### src/rtl/quad_pkg.sv
// Shared types and helpers for the quadrature decoder: channel state
// encodings, the decoded transition event and the error counter width.
package quad_pkg;

   typedef enum logic [1:0] {
      QS_00 = 2'b00,
      QS_01 = 2'b01,
      QS_10 = 2'b10,
      QS_11 = 2'b11
   } quad_state_t;

   typedef enum logic [1:0] {
      EVT_NONE    = 2'd0,
      EVT_FWD     = 2'd1,
      EVT_REV     = 2'd2,
      EVT_ILLEGAL = 2'd3
   } quad_evt_t;

   localparam int ERR_CNT_W = 8;

   // Successor of a state in the forward (A leads B) cycle 00->10->11->01->00.
   function automatic quad_state_t nextFwd(input quad_state_t s);
      case (s)
         QS_00:   nextFwd = QS_10;
         QS_10:   nextFwd = QS_11;
         QS_11:   nextFwd = QS_01;
         default: nextFwd = QS_00;
      endcase
   endfunction

   // Classify one prev->cur transition of the {A,B} pair.
   function automatic quad_evt_t quadDecode(input quad_state_t prevS, input quad_state_t curS);
      if (prevS == curS)
         quadDecode = EVT_NONE;
      else if (curS == nextFwd(prevS))
         quadDecode = EVT_FWD;
      else if (prevS == nextFwd(curS))
         quadDecode = EVT_REV;
      else
         quadDecode = EVT_ILLEGAL;
   endfunction

endpackage

### src/rtl/quad_vel_meter.sv
// Windowed velocity measurement: counts signed steps over a fixed window of
// clock cycles and publishes the net count at the end of every window.
module quad_vel_meter #(
   parameter int VEL_W      = 16,
   parameter int VEL_WINDOW = 100000
) (
   input  logic                    clk,
   input  logic                    rst_n,
   input  logic                    step_i,
   input  logic                    dir_i,
   output logic signed [VEL_W-1:0] velocity_o,
   output logic                    vel_valid_o
);

   localparam int CW = (VEL_WINDOW > 2) ? $clog2(VEL_WINDOW) : 1;
   localparam logic [CW-1:0]          WIN_LAST = CW'(VEL_WINDOW - 1);
   localparam logic signed [VEL_W-1:0] VEL_MAX  = {1'b0, {(VEL_W-1){1'b1}}};
   localparam logic signed [VEL_W-1:0] VEL_MIN  = {1'b1, {(VEL_W-1){1'b0}}};

   logic [CW-1:0]          win_q;
   logic signed [VEL_W-1:0] acc_q;
   logic signed [VEL_W-1:0] acc_d;
   logic signed [VEL_W-1:0] velocity_q;
   logic                    velValid_q;

   // Saturating accumulation of this cycle's step, visible to the window end.
   always_comb begin
      acc_d = acc_q;
      if (step_i) begin
         if (dir_i && (acc_q != VEL_MAX))
            acc_d = acc_q + VEL_W'(1);
         else if (!dir_i && (acc_q != VEL_MIN))
            acc_d = acc_q - VEL_W'(1);
      end
   end

   // Window counter; on the terminal count publish and restart the accumulator.
   always_ff @(posedge clk or negedge rst_n) begin
      if (!rst_n) begin
         win_q      <= '0;
         acc_q      <= '0;
         velocity_q <= '0;
         velValid_q <= 1'b0;
      end else begin
         velValid_q <= 1'b0;
         if (win_q == WIN_LAST) begin
            win_q      <= '0;
            acc_q      <= '0;
            velocity_q <= acc_d;
            velValid_q <= 1'b1;
         end else begin
            win_q <= win_q + CW'(1);
            acc_q <= acc_d;
         end
      end
   end

   assign velocity_o  = velocity_q;
   assign vel_valid_o = velValid_q;

endmodule

### src/rtl/quad_decoder.sv
// Quadrature decoder: turns debounced A/B channels into a wrapping signed
// position, step/dir strobes, a sticky illegal-transition flag with a
// saturating count, and a windowed velocity measurement.
module quad_decoder
   import quad_pkg::*;
#(
   parameter int COUNT_W    = 32,
   parameter int VEL_W      = 16,
   parameter int VEL_WINDOW = 100000
) (
   input  logic                      clk,
   input  logic                      rst_n,
   input  logic                      a_in,
   input  logic                      b_in,
   input  logic                      clr_pos,
   input  logic                      err_clr,
   output logic signed [COUNT_W-1:0] position,
   output logic                      step,
   output logic                      dir,
   output logic                      err,
   output logic [ERR_CNT_W-1:0]      err_cnt,
   output logic signed [VEL_W-1:0]   velocity,
   output logic                      vel_valid
);

   logic [1:0]               cur_q;
   logic [1:0]               prev_q;
   logic                     curValid_q;
   logic                     primed_q;
   quad_evt_t                evt;
   logic [COUNT_W-1:0]       position_q, position_d;
   logic                     step_q, step_d;
   logic                     dir_q, dir_d;
   logic                     err_q, err_d;
   logic [ERR_CNT_W-1:0]     errCnt_q, errCnt_d;

   // Input capture pipeline; compares start only once prev holds a real sample.
   always_ff @(posedge clk or negedge rst_n) begin
      if (!rst_n) begin
         cur_q      <= 2'b00;
         prev_q     <= 2'b00;
         curValid_q <= 1'b0;
         primed_q   <= 1'b0;
      end else begin
         cur_q      <= {a_in, b_in};
         prev_q     <= cur_q;
         curValid_q <= 1'b1;
         primed_q   <= curValid_q;
      end
   end

   // Decode the transition and work out the next position/strobe/error state.
   always_comb begin
      evt        = EVT_NONE;
      position_d = position_q;
      step_d     = 1'b0;
      dir_d      = dir_q;
      err_d      = err_q;
      errCnt_d   = errCnt_q;
      if (primed_q)
         evt = quadDecode(quad_state_t'(prev_q), quad_state_t'(cur_q));
      case (evt)
         EVT_FWD: begin
            position_d = position_q + COUNT_W'(1);
            step_d     = 1'b1;
            dir_d      = 1'b1;
         end
         EVT_REV: begin
            position_d = position_q - COUNT_W'(1);
            step_d     = 1'b1;
            dir_d      = 1'b0;
         end
         default: ;
      endcase
      if (evt == EVT_ILLEGAL) begin
         err_d = 1'b1;
         if (err_clr)
            errCnt_d = ERR_CNT_W'(1);
         else if (errCnt_q != '1)
            errCnt_d = errCnt_q + ERR_CNT_W'(1);
      end else if (err_clr) begin
         err_d    = 1'b0;
         errCnt_d = '0;
      end
      if (clr_pos)
         position_d = '0;
   end

   // Registered decoder outputs.
   always_ff @(posedge clk or negedge rst_n) begin
      if (!rst_n) begin
         position_q <= '0;
         step_q     <= 1'b0;
         dir_q      <= 1'b0;
         err_q      <= 1'b0;
         errCnt_q   <= '0;
      end else begin
         position_q <= position_d;
         step_q     <= step_d;
         dir_q      <= dir_d;
         err_q      <= err_d;
         errCnt_q   <= errCnt_d;
      end
   end

   quad_vel_meter #(
      .VEL_W      (VEL_W),
      .VEL_WINDOW (VEL_WINDOW)
   ) uVelMeter (
      .clk         (clk),
      .rst_n       (rst_n),
      .step_i      (step_q),
      .dir_i       (dir_q),
      .velocity_o  (velocity),
      .vel_valid_o (vel_valid)
   );

   assign position = position_q;
   assign step     = step_q;
   assign dir      = dir_q;
   assign err      = err_q;
   assign err_cnt  = errCnt_q;

endmodule

### config.mk
export PLATFORM = sky130hd
export DESIGN_NAME = quad_decoder
export DESIGN_NICKNAME = d
export VERILOG_FILES = /design/src/rtl/quad_pkg.sv /design/src/rtl/quad_vel_meter.sv /design/src/rtl/quad_decoder.sv
export SDC_FILE = /design/constraint.sdc
export NUM_CORES = 1
export LEC_CHECK = 0
export ABC_AREA = 1
export CORE_ASPECT_RATIO = 0.75
export CORE_MARGIN = 2
export CORE_UTILIZATION = 39
export CTS_BUF_LIST = sky130_fd_sc_hd__clkbuf_2 sky130_fd_sc_hd__clkbuf_4 sky130_fd_sc_hd__clkbuf_8
export DETAILED_ROUTE_END_ITERATION = 16
export PLACE_DENSITY = 0.63
export RECOVER_POWER = 25
export SYNTH_ARGS = -nofsm -noshare
export SYNTH_HDL_FRONTEND = slang
export SYNTH_SLANG_ARGS = --single-unit
### constraint.sdc
create_clock -name clk -period 8.3 [get_ports clk]
set_input_delay 0.83 -clock clk [delete_from_list [all_inputs] [get_ports clk]]
set_output_delay 0.83 -clock clk [all_outputs]
set_load 0.02 [all_outputs]
==> metrics.md <==
| Metric | Value |
|---|---|
| Share of cell area taken by muxes after synthesis | `0` |
| Buffer levels on the longest clock path | `2` |
| Capturing point of the worst reg2reg path | `position[16]` |
| Die ar. | `0.0193 mm²` |
| Clk root buf | `sky130_fd_sc_hd__clkbuf_8` |
| Avg Inst Size Synth | `6.80 µm²` |
| Placeable Area | `0.0178 mm²` |
| Later-pin clock latency in the skew report | `390 ps` |
| Port-buffer cells | `65` |
| Sum of negative setup slack | `0 ps` |
| Worst endpoint data arrival time | `3550 ps` |
| CP Buf/Inv Count | `2` |
| CTS Hold Buffers Added | `0` |
| Cell type of the slowest stage on the worst timing path | `sky130_fd_sc_hd__dfrtp_1` |
| Number of nets in the final layout | `1154` |
| Antenna viol nets, final | `0` |
| Top-level I/O count | `66` |
| Post-detailed-route via-to-cell ratio | `4.97` |
| Relative max-transition margin | `-0.262` |
| Count of yosys warnings during synthesis | `0` |
| Net switching share of the total power | `0.429` |
| Synthesized-area fraction occupied by xor and xnor cells | `0.0210` |
| Routed via count | `6729` |
| Detailed router's first-iteration violation count | `517` |
| Internal power summed over all cells | `868 µW` |
| Peak VDD IR | `90.7 µV` |
| Post-route fraction of the period consumed by the critical path | `0.391` |
| Setup slack of the critical path after layout | `5060 ps` |
| Die width | `160 µm` |
| Post-layout min period | `3240 ps` |
| Residual overflow from global routing | `0` |
| Largest fanout on the critical path | `34` |
| # resized after CTS | `0` |
| Clock skew after layout | `14.5 ps` |
| Sequential cell area fraction in the yosys report | `0.349` |
| Number of cells produced by synthesis | `1045` |
| Number of cells on the worst hold path | `0` |
| Post-synth top area cell | `sky130_fd_sc_hd__dfrtp_1` |
| Synthesized area | `0.00710 mm²` |
| Global-route total usage across every layer | `0.201` |
| Max-slew violation total from the final report | `36` |
| Synthesized flop and latch total | `99` |
| Required arrival time at the worst endpoint | `8610 ps` |
| Sink of the worst hold path | `primed_q` |
| Sequence of cells on the critical path | `xor2_1, o21ai_0, nor2_1, inv_1, ha_1, buf_4, ha_1, a21oi_1, o21ai_0, nand2_1, nand3_1, nand2_1, nand2_1, nand2_1, nand2_1, o21ai_0` |
| Number of fill cells | `1919` |
| Gate power share | `0.376` |
| Initial Utilization | `0.400` |
| Floorplan die height | `121 µm` |
| Clock input transition at the sequential cells of the worst setup and hold paths | `90 ps` |
| Launching point of the worst reg2reg path | `cur_q[0]` |
| Vias in the first global route | `6084` |
| Placer's final routability congestion estimate | `0.980` |
| Pin count of the biggest net entering global routing | `66` |
| Routed wirelength normalized by instance count | `13.8 µm` |
| Final setup violating endpoints | `0` |
| Top Family by Delay on Critical Path | `compound AO/OA/AOI/OAI gates` |
| Element type at the critical path end | `flop` |
| Final hold viol count | `0` |
| Nets in the synthesized netlist | `1090` |
| Power density over the cells | `187 mW/mm²` |
| Worst Setup Start Kind | `flop` |
| Compound-cell area share of the yosys netlist | `0.107` |
| Number of different library cells in the post-synthesis netlist | `47` |
| Power dissipated by switching net loads | `653 µW` |
| Register-to-register setup slack | `5060 ps` |
| Number of inserted diodes | `0` |
| TritonCTS buffer count | `9` |
| Number of enable-type register cells in the synthesized netlist | `0` |
| Smallest hold slack | `357 ps` |
| Maximum cell stage delay along the critical path | `420 ps` |
| Peak Freq | `0.308 GHz` |
| Pre-CTS setup slack | `5120 ps` |
| Placed wire-length estimate after detailed placement | `14.1 mm` |
| Critical Path Most Common Cell | `sky130_fd_sc_hd__nand2_1` |
| Number of maximum-capacitance violations | `1` |
| Top cells by area, synth | `sky130_fd_sc_hd__dfrtp_1, sky130_fd_sc_hd__nand2_1, sky130_fd_sc_hd__inv_1` |
| Number of antenna violations at the first check in global routing | `0` |
| First-pass detailed-route iteration total | `5` |
| Ys flop type | `sky130_fd_sc_hd__dfrtp_1` |
| Setup CP Type | `flop to flop` |
| Clock power share | `0.198` |
| Unrepaired setup endpoints after global routing | `no` |
| Share of synthesized registers carrying an async set or reset | `1.00` |
| Cell count of the worst reg-to-reg path | `16` |
| Share of synthesized cell area in and, or, nand and nor gates | `0.359` |
| Number of remaining DRC errors | `0` |
| Combinational family with the most area after synthesis | `simple AND/OR/NAND/NOR gates` |
| Total number of H-tree levels | `3` |
| Wire length of the first global-routing pass | `31.1 mm` |
| Leakage power | `0.00422 µW` |
| Standard-cell row count | `42` |
| Ratio of cells with drive above 1 in the final layout | `0.0539` |
| Adder-Cell Fraction of Synth Area | `0.0697` |
| Area Growth Syn to Fin | `14.2%` |
| WL final | `18.7 mm` |
| Total power | `1520 µW` |
| Post-CTS Setup Inserts | `0` |
| Hold WC Path Type | `flop to flop` |
| CTS tree | `built` |
| Outcome | `complete, but fails checks` |
| Measured slew at the worst slew-check pin | `1890 ps` |
| Min-Delay Startpoint | `curValid_q` |
| Violations in the final reports | `capacitance limit, slew limit` |
| Fraction of power consumed by sequential logic | `0.426` |
| Area share of the largest cell type after synthesis | `0.349` |
| Total number of clock tree sinks | `99` |
-- area by class of cell --
type / instances / area, µm² / share of cell area
clock inverters: 4 / 26.3 / 0.00324
flip-flops and latches: 99 / 2480 / 0.305
inverters: 148 / 556 / 0.0684
clock buffers: 11 / 145 / 0.0179
repair buffers: 69 / 674 / 0.0831
well taps: 242 / 303 / 0.0373
multi-input cells: 782 / 3940 / 0.485
-- synthesized netlist by cell type (2+ instances only) --
cell                         n
sky130_fd_sc_hd__nor2_2     13
sky130_fd_sc_hd__o21ai_0    58
sky130_fd_sc_hd__xnor2_1     4
sky130_fd_sc_hd__nand2_1   335
sky130_fd_sc_hd__o21bai_1    4
sky130_fd_sc_hd__nor4_1      2
sky130_fd_sc_hd__inv_2       5
sky130_fd_sc_hd__nand2_2    10
sky130_fd_sc_hd__and2_1      3
sky130_fd_sc_hd__inv_1     143
sky130_fd_sc_hd__buf_2       3
sky130_fd_sc_hd__nand3_1    78
sky130_fd_sc_hd__buf_6       4
sky130_fd_sc_hd__nand2_4     3
sky130_fd_sc_hd__o21ai_2     6
sky130_fd_sc_hd__nor2_1     88
sky130_fd_sc_hd__clkbuf_1    6
sky130_fd_sc_hd__dfrtp_1    99
sky130_fd_sc_hd__nand4_1    24
sky130_fd_sc_hd__o211ai_1    3
sky130_fd_sc_hd__nand3b_1    2
sky130_fd_sc_hd__xor2_1     13
sky130_fd_sc_hd__a21oi_1    59
sky130_fd_sc_hd__nor3_1     17
sky130_fd_sc_hd__ha_1       38
sky130_fd_sc_hd__o21ai_1     3
sky130_fd_sc_hd__or2_2       2
-- sequential cells by signal, summed over array words and instances (netlist names), 2 cells and up --
register              flops
uVelMeter.win_q          17
position                 32
err_cnt                   8
uVelMeter.acc_q          16
uVelMeter.velocity_o     16
prev_q                    2
cur_q                     2
-- power groups by stage --
| stage | Clock (µW) | Sequential (µW) | Combinational [µW] |
|---|---|---|---|
| after CTS | 317 | 648 | 571 |
| after detailed placement | 0 | 657 | 567 |
| after floorplan | 0 | 644 | 418 |
| after global placement | 0 | 657 | 562 |
| final | 301 | 649 | 572 |
| after global routing | 335 | 661 | 648 |
-- logic make-up (layout without fill, tap and decap cells) --
group | count (synthesis) | in the layout
buf+inv | 164 | 232
flops | 99 | 99
xor+xnor | 17 | 17
compound gates | 140 | 140
fa+ha+maj | 39 | 39
other cells | 1 | 1
simple gates | 585 | 585
-- layout by cell type, fill, tap and decap left out, types with 2 or more instances in the layout --
cell                              instances
sky130_fd_sc_hd__dlygate4sd3_1            2
sky130_fd_sc_hd__o21ai_2                  6
sky130_fd_sc_hd__clkbuf_8                10
sky130_fd_sc_hd__nand2_4                  3
sky130_fd_sc_hd__o211ai_1                 3
sky130_fd_sc_hd__o21ai_1                  3
sky130_fd_sc_hd__a21oi_1                 59
sky130_fd_sc_hd__nor3_1                  18
sky130_fd_sc_hd__and2_1                   3
sky130_fd_sc_hd__nand3_1                 79
sky130_fd_sc_hd__nor2_1                  91
sky130_fd_sc_hd__nor4_1                   2
sky130_fd_sc_hd__xor2_1                  13
sky130_fd_sc_hd__or2_2                    2
sky130_fd_sc_hd__buf_4                    4
sky130_fd_sc_hd__clkdlybuf4s50_1         62
sky130_fd_sc_hd__o21bai_1                 4
sky130_fd_sc_hd__nor2_2                  10
sky130_fd_sc_hd__inv_1                  143
sky130_fd_sc_hd__xnor2_1                  4
sky130_fd_sc_hd__dfrtp_1                 99
sky130_fd_sc_hd__nand3b_1                 2
sky130_fd_sc_hd__ha_1                    38
sky130_fd_sc_hd__clkinv_2                 2
sky130_fd_sc_hd__inv_2                    5
sky130_fd_sc_hd__nand2_1                335
sky130_fd_sc_hd__nand4_1                 24
sky130_fd_sc_hd__nand2_2                 10
sky130_fd_sc_hd__o21ai_0                 58
-- worst max path at each step --
stage	cells after the start	startpoint	endpoint	slack [ps]
5_1_grt	16	cur_q[0]	position[16]	4710
3_5_place_dp	18	cur_q[0]	position[30]	5120
4_1_cts	16	cur_q[0]	position[16]	5090
6_report	16	cur_q[0]	position[16]	5060
3_3_place_gp	18	cur_q[0]	position[22]	5180
2_1_floorplan	17	prev_q[0]	position[22]	5170
-- routing by layer --
layer / vias to the layer above / global-route usage / wire length, µm
met5: - / 0 / 0
met4: 0 / 0.0338 / 114
met3: 10 / 0.0458 / 1190
met2: 163 / 0.281 / 7240
met1: 3077 / 0.316 / 10100
li1: 3479 / - / -
-- through the flow --
step	area, µm²	cells	util
floorplan	7100	1045	-
global placement	7980	1340	0.449
detailed placement	7980	1340	0.449
CTS	8150	1355	0.459
global route	8120	1355	0.457
finish	8120	1355	0.457
No activity file was read; power rests on OpenSTA's default activity.
